==> src/rtl/apb_mac_cfg_slave.sv <==
// APB configuration slave for a MAC: MAC1/MAC2/FIR config registers plus
// a STATUS register (accepted write count, sticky protocol error, cfg_done).
// Ports:
//   pclk, presetn                  clock, async active-low reset
//   pselx, penable, pwrite, paddr, pwdata   APB request
//   prdata, pready, pslverr        APB response (pready only in ACCESS)
//   mac1_cfg, mac2_cfg, fir_cfg    register contents
//   cfg_update                     one-cycle pulse after each config write
//   cfg_done                       sticky: all three config regs written
// The FSM state trails the APB phase by one cycle: the master holds the
// access phase until it sees pready, and the write commits on that edge.
module apb_mac_cfg_slave #(
  parameter string SPEED_TYPE = "10/100/1000M_MAC"
) (
  input  logic        pclk,
  input  logic        presetn,
  input  logic        pselx,
  input  logic        pwrite,
  input  logic        penable,
  input  logic [7:0]  paddr,
  input  logic [31:0] pwdata,
  output logic [31:0] prdata,
  output logic        pready,
  output logic        pslverr,
  output logic [7:0]  mac1_cfg,
  output logic [15:0] mac2_cfg,
  output logic [7:0]  fir_cfg,
  output logic        cfg_update,
  output logic        cfg_done
);

  localparam bit            SLOW_MAC    = (SPEED_TYPE == "10/100M_MAC");
  localparam logic [7:0]    ADDR_MAC1   = 8'h00;
  localparam logic [7:0]    ADDR_MAC2   = 8'h01;
  localparam logic [7:0]    ADDR_FIR    = 8'h12;
  localparam logic [7:0]    ADDR_STATUS = 8'h20;

  typedef enum logic [1:0] {IDLE, SETUP, ACCESS} state_e;

  state_e      state_q, state_d;
  logic [7:0]  addr_q, addr_d;
  logic        write_q, write_d;
  logic [31:0] prdata_q, prdata_d;
  logic        slverr_q, slverr_d;
  logic [7:0]  mac1_q, mac1_d;
  logic [15:0] mac2_q, mac2_d;
  logic [7:0]  fir_q, fir_d;
  logic [7:0]  cnt_q, cnt_d;
  logic        prot_q, prot_d;
  logic        upd_q, upd_d;
  logic        done_q, done_d;
  logic        w_mac1_q, w_mac1_d;
  logic        w_mac2_q, w_mac2_d;
  logic        w_fir_q, w_fir_d;

  logic        latch_c, go_access_c, commit_c, perr_c;
  logic        wr_c, cfg_wr_c, mapped_c;
  logic [31:0] rd_mux_c;
  logic        unused_c;

  // State register
  always_ff @(posedge pclk or negedge presetn) begin
    if (!presetn) state_q <= IDLE;
    else          state_q <= state_d;
  end

  // Next state, protocol checking and commit decision
  always_comb begin
    state_d     = state_q;
    latch_c     = 1'b0;
    go_access_c = 1'b0;
    commit_c    = 1'b0;
    perr_c      = 1'b0;
    case (state_q)
      IDLE: begin
        if (penable) begin
          perr_c = 1'b1;
        end else if (pselx) begin
          state_d = SETUP;
          latch_c = 1'b1;
        end
      end
      SETUP: begin
        if (!pselx) begin
          perr_c  = 1'b1;
          state_d = IDLE;
        end else if (penable) begin
          state_d     = ACCESS;
          go_access_c = 1'b1;
        end
      end
      ACCESS: begin
        if (!pselx) begin
          state_d = IDLE;
        end else if (!penable) begin
          // master already started the next transfer
          state_d = SETUP;
          latch_c = 1'b1;
        end else if ((paddr != addr_q) || (pwrite != write_q)) begin
          perr_c  = 1'b1;
          state_d = IDLE;
        end else begin
          commit_c = 1'b1;
          state_d  = IDLE;
        end
      end
      default: state_d = IDLE;
    endcase
  end

  // Register file next values and response data
  always_comb begin
    addr_d  = latch_c ? paddr  : addr_q;
    write_d = latch_c ? pwrite : write_q;

    mapped_c = (addr_q == ADDR_MAC1) || (addr_q == ADDR_MAC2) ||
               (addr_q == ADDR_FIR)  || (addr_q == ADDR_STATUS);

    rd_mux_c = 32'h0;
    case (addr_q)
      ADDR_MAC1:   rd_mux_c = 32'(mac1_q);
      ADDR_MAC2:   rd_mux_c = 32'(mac2_q);
      ADDR_FIR:    rd_mux_c = 32'(fir_q);
      ADDR_STATUS: rd_mux_c = 32'({done_q, prot_q, cnt_q});
      default:     rd_mux_c = 32'h0;
    endcase

    prdata_d = (go_access_c && !write_q) ? rd_mux_c : 32'h0;
    slverr_d = go_access_c && !mapped_c;

    wr_c     = commit_c && write_q;
    cfg_wr_c = wr_c && ((addr_q == ADDR_MAC1) || (addr_q == ADDR_MAC2) ||
                        (addr_q == ADDR_FIR));

    mac1_d = mac1_q;
    mac2_d = mac2_q;
    fir_d  = fir_q;
    if (wr_c && (addr_q == ADDR_MAC1)) mac1_d = pwdata[7:0];
    if (wr_c && (addr_q == ADDR_MAC2)) begin
      mac2_d = pwdata[15:0];
      if (SLOW_MAC) mac2_d[9] = 1'b0;  // no gigabit mode on this variant
    end
    if (wr_c && (addr_q == ADDR_FIR)) fir_d = pwdata[7:0];

    w_mac1_d = w_mac1_q | (wr_c && (addr_q == ADDR_MAC1));
    w_mac2_d = w_mac2_q | (wr_c && (addr_q == ADDR_MAC2));
    w_fir_d  = w_fir_q  | (wr_c && (addr_q == ADDR_FIR));
    done_d   = done_q | (w_mac1_d & w_mac2_d & w_fir_d);

    cnt_d = (cfg_wr_c && (cnt_q != 8'hFF)) ? cnt_q + 8'd1 : cnt_q;
    upd_d = cfg_wr_c;

    // new error wins over a simultaneous W1C clear
    prot_d = (prot_q & ~(wr_c && (addr_q == ADDR_STATUS) && pwdata[8])) | perr_c;
  end

  assign unused_c = ^pwdata[31:16];

  // Datapath registers
  always_ff @(posedge pclk or negedge presetn) begin
    if (!presetn) begin
      addr_q   <= 8'h0;
      write_q  <= 1'b0;
      prdata_q <= 32'h0;
      slverr_q <= 1'b0;
      mac1_q   <= 8'h0;
      mac2_q   <= 16'h0;
      fir_q    <= 8'h0;
      cnt_q    <= 8'h0;
      prot_q   <= 1'b0;
      upd_q    <= 1'b0;
      done_q   <= 1'b0;
      w_mac1_q <= 1'b0;
      w_mac2_q <= 1'b0;
      w_fir_q  <= 1'b0;
    end else begin
      addr_q   <= addr_d;
      write_q  <= write_d;
      prdata_q <= prdata_d;
      slverr_q <= slverr_d;
      mac1_q   <= mac1_d;
      mac2_q   <= mac2_d;
      fir_q    <= fir_d;
      cnt_q    <= cnt_d;
      prot_q   <= prot_d;
      upd_q    <= upd_d;
      done_q   <= done_d;
      w_mac1_q <= w_mac1_d;
      w_mac2_q <= w_mac2_d;
      w_fir_q  <= w_fir_d;
    end
  end

  assign prdata     = prdata_q;
  assign pready     = (state_q == ACCESS);
  assign pslverr    = slverr_q;
  assign mac1_cfg   = mac1_q;
  assign mac2_cfg   = mac2_q;
  assign fir_cfg    = fir_q;
  assign cfg_update = upd_q;
  assign cfg_done   = done_q;

endmodule

==> config.mk <==
export PLATFORM = sky130hd
export DESIGN_NAME = apb_mac_cfg_slave
export DESIGN_NICKNAME = d
export VERILOG_FILES = /design/src/rtl/apb_mac_cfg_slave.sv
export SDC_FILE = /design/constraint.sdc
export NUM_CORES = 1
export LEC_CHECK = 0
export CELL_PAD_IN_SITES_DETAIL_PLACEMENT = 0
export CELL_PAD_IN_SITES_GLOBAL_PLACEMENT = 1
export CORE_MARGIN = 1.5
export CORE_UTILIZATION = 36
export DETAILED_ROUTE_END_ITERATION = 10
export GPL_ROUTABILITY_DRIVEN = 0
export PLACE_DENSITY_LB_ADDON = 0.12
export SLEW_MARGIN = 20
export SYNTH_ARGS = -nofsm -noshare
export SYNTH_HDL_FRONTEND = slang
export SYNTH_SLANG_ARGS = --single-unit
==> constraint.sdc <==
create_clock -name pclk -period 2.57 [get_ports pclk]
set_clock_uncertainty 0.05 [all_clocks]
set_input_delay 0.257 -clock pclk [delete_from_list [all_inputs] [get_ports pclk]]
set_output_delay 0.257 -clock pclk [all_outputs]
set_load 0.01 [all_outputs]
==> out/results.txt <==
crit-path cells: xor2_1 > or4_4 > buf_4 > nor4b_4 > buf_4 > mux2_2
synthesized area: 3380 sq um
Final Hold Vio Count: 0
Met3 Wirelength: 365 um
Primary FF master, synth: dfrtp_1
Routed WL: 7740 um
Synth Area in Compound Gates: 7.22%
top sig layer: met4
Crit. path cell count: 6
share of layout cells above drive strength 1: 22.0%
largest family of logic cells by synthesized area: multiplexers
Synth top area share: 54.8%
antenna cells: 0
worst reg2reg path depth: 6
clock tree sinks: 74
gr usage total: 16.4%
DRC: 0
Yosys Warn Count: 0
Slew Limit Fails: 0
height of the die: 99.9 um
EDFF count, synth: 0
most area-hungry cell type in the Yosys netlist: dfrtp_1
sequential element share of the synthesized area: 54.8%
synthesized-area fraction occupied by xor and xnor cells: 3.89%
placed cell count: 464
DRT met1 WL: 3650 um
largest net degree at the start of global routing: 46
vias in the first global route: 2378
vias: 2367
Peak VDD IR: 0.000260 V
WP buf/inv: 2
Req. time, crit path: 2.74 ns
CTS tree: done
minimum clock period: 2.39 ns
switching power of the nets: 0.594 mW
Seq cells post-synth: 74
fillers: 858
antenna violations before repair: 0
I/O Buffers: 80
post-route cell area: 4530 sq um
Worst Path Class, Setup: reg -> reg
post-synthesis mux area share: 14.9%
met2 wire len: 3670 um
GRT Residual Overflow: 0
Clock Latency Late Sink: 0.34 ns
RSZ-0062 raised after global routing: false
family with the most delay on the worst path: simple AND/OR/NAND/NOR gates
Crit path largest cell delay: 0.56 ns
nets: 411
Root Driver: clkbuf_8
via/cell ratio: 4.93
Hold/Removal Path Class: in -> async
Area contributors post-synth: dfrtp_1, mux2_2, a22oi_1, buf_4, mux2_4
DRT Pass-1 Iters: 4
sw frac: 25.3%
Critical Path AT: 2.56 ns
dpl cell area: 4330 sq um
combinational share of power: 10.2%
P&R area growth vs syn: 34.1%
crit path launch type: register
DP Wirelength: 5560 um
TritonCTS Buffers: 9
Distinct cells, synth: 45
Syn Inst Count: 268
synthesized area per cell: 12.6 sq um
Die X: 99.9 um
Iter 0 DRT Violations: 58
Clock Path Buffers: 2
CP max FO: 5
row cnt: 35
fin util: 49.5%
most frequent cells after synthesis: dfrtp_1, mux2_2, a22oi_1
clock group share of total power: 37.4%
fmax: 418 MHz
count leader, synth: dfrtp_1
Ports: 113
max_cap viols: 0
Power Density: 518 nW/um^2
clock transition at the registers of the reported paths: 0.08 ns
Post-Synth Simple-Gate Area: 13.2%
H-tree depth: 3
measured slew at the worst slew-check pin: 0.563 ns
final setup vio count: 0
Internal: 1.75 mW
outcome: finished clean
Leak Pwr: 2.09 nW
global-route wire length before repair: 12500 um
relative slew slack: 62.5%
DR WL/cell: 16.1 um
Worst path slowest cell: or4_4
post-synthesis async set-or-reset flop share: 100%
die area: 9970 sq um
Reg power frac: 52.4%
most frequent CP cell: buf_4
Starting Density: 36.9%
post-route setup TNS: 0 ns
final std cells w/o fill: 480
fin crit share: 93.1%
Core Footprint: 9150 sq um
Synth Area in Adders: 0.370%
element type at the critical path end: register
number of setup buffers added after CTS: 0
ANT nets after route: 0
-- through the flow --
stage / worst slack, ns / power (mW) / hold slack [ns]
CTS: 0.127 / 2.38 / 0.405
finish: 0.178 / 2.35 / 0.402
floorplan: 0.251 / 1.39 / -0.0886
detailed placement: -0.107 / 1.49 / 0.251
global route: 0.0727 / 2.46 / 0.416
global placement: -0.0713 / 1.49 / 0.255
-- layout make-up --
| type | count | area (sq um) | area share (%) |
|---|---|---|---|
| Inverter | 3 | 11.3 | 0.248 |
| Sequential cell | 74 | 1850 | 40.9 |
| Timing Repair Buffer | 98 | 933 | 20.6 |
| Clock buffer | 9 | 124 | 2.73 |
| Clock inverter | 6 | 67.6 | 1.49 |
| Tap cell | 111 | 139 | 3.06 |
| Multi-Input combinational cell | 179 | 1410 | 31.0 |
-- timing repair --
action	4_1_cts	5_1_grt
hold endpoints to repair	74	0
hold buffers	1	0
resized for setup	0	1
endpoints found under the setup margin	0	6
-- layer usage --
layer | track usage, % | vias to the layer above
li1 | - | 1128
met1 | 22.2 | 1172
met2 | 25.9 | 62
met3 | 4.25 | 5
met4 | 5.63 | 0
met5 | 0 | -
-- sequential cells by signal (all words and copies together), names as in the netlist --
name / flops
prot_q: 1
cnt_q: 8
addr_q: 8
fir_cfg: 8
prdata: 16
write_q: 1
mac1_cfg: 8
cfg_done: 1
cfg_update: 1
w_mac2_q: 1
w_mac1_q: 1
state_q: 2
pslverr: 1
w_fir_q: 1
mac2_cfg: 16
-- path summary, 6_finish.rpt --
kind                            startpoint           end  slack [ns]
min in group pclk                  w_fir_q       w_fir_q        0.40
worst max-delay path             addr_q[7]    fir_cfg[1]        0.18
worst min register to register     w_fir_q       w_fir_q        0.40
worst min-delay path               presetn  mac2_cfg[12]        0.40
worst max register to register   addr_q[7]    fir_cfg[1]        0.18
max in group asynchronous          presetn      cnt_q[1]        1.59
-- power groups by stage --
stage | sequential, mW | clock [mW] | combinational [mW]
global route | 1.23 | 0.962 | 0.268
floorplan | 1.24 | 0 | 0.149
global placement | 1.25 | 0 | 0.239
finish | 1.23 | 0.878 | 0.240
detailed placement | 1.25 | 0 | 0.241
CTS | 1.23 | 0.907 | 0.243
-- cells by family (layout without fill, tap and decap cells) --
family | count (synthesis) | count (layout)
xor gates and xnor gates | 15 | 15
and+or+nand+nor | 69 | 69
adders and majority gates | 1 | 1
other | 1 | 16
AOI/OAI and AO/OA | 36 | 36
buffers and inverters | 30 | 116
DFF | 74 | 74
muxes | 42 | 42
-- cell usage in the layout (no fill, tap or decap), types with 2 or more instances in the layout --
cell type,netlist,final
xor2_1,12,12
nor2_1,14,14
clkdlybuf4s50_1,0,79
and2_1,2,2
nand2_1,7,7
nand3_1,3,3
nand4_1,7,7
mux2_2,30,30
nor4_1,5,5
clkinvlp_4,0,2
o21ai_0,3,3
and3_1,7,7
and3b_1,2,2
a21oi_1,10,10
inv_1,3,3
nand2b_1,2,2
or2_2,3,3
buf_4,16,17
conb_1,1,16
dfrtp_1,74,74
nor2b_1,2,2
or4_4,2,3
xnor2_1,3,3
clkbuf_8,0,9
mux2_4,8,8
nand4bb_1,2,2
mux2_1,3,3
a22oi_1,18,18
-- tightest hold or removal path, cell delays in order --
cell and delay, ns:
dlygate4sd3_1 0.52, buf_2 0.11, buf_4 0.33
Note: power is estimated with default switching activity, not from simulation.
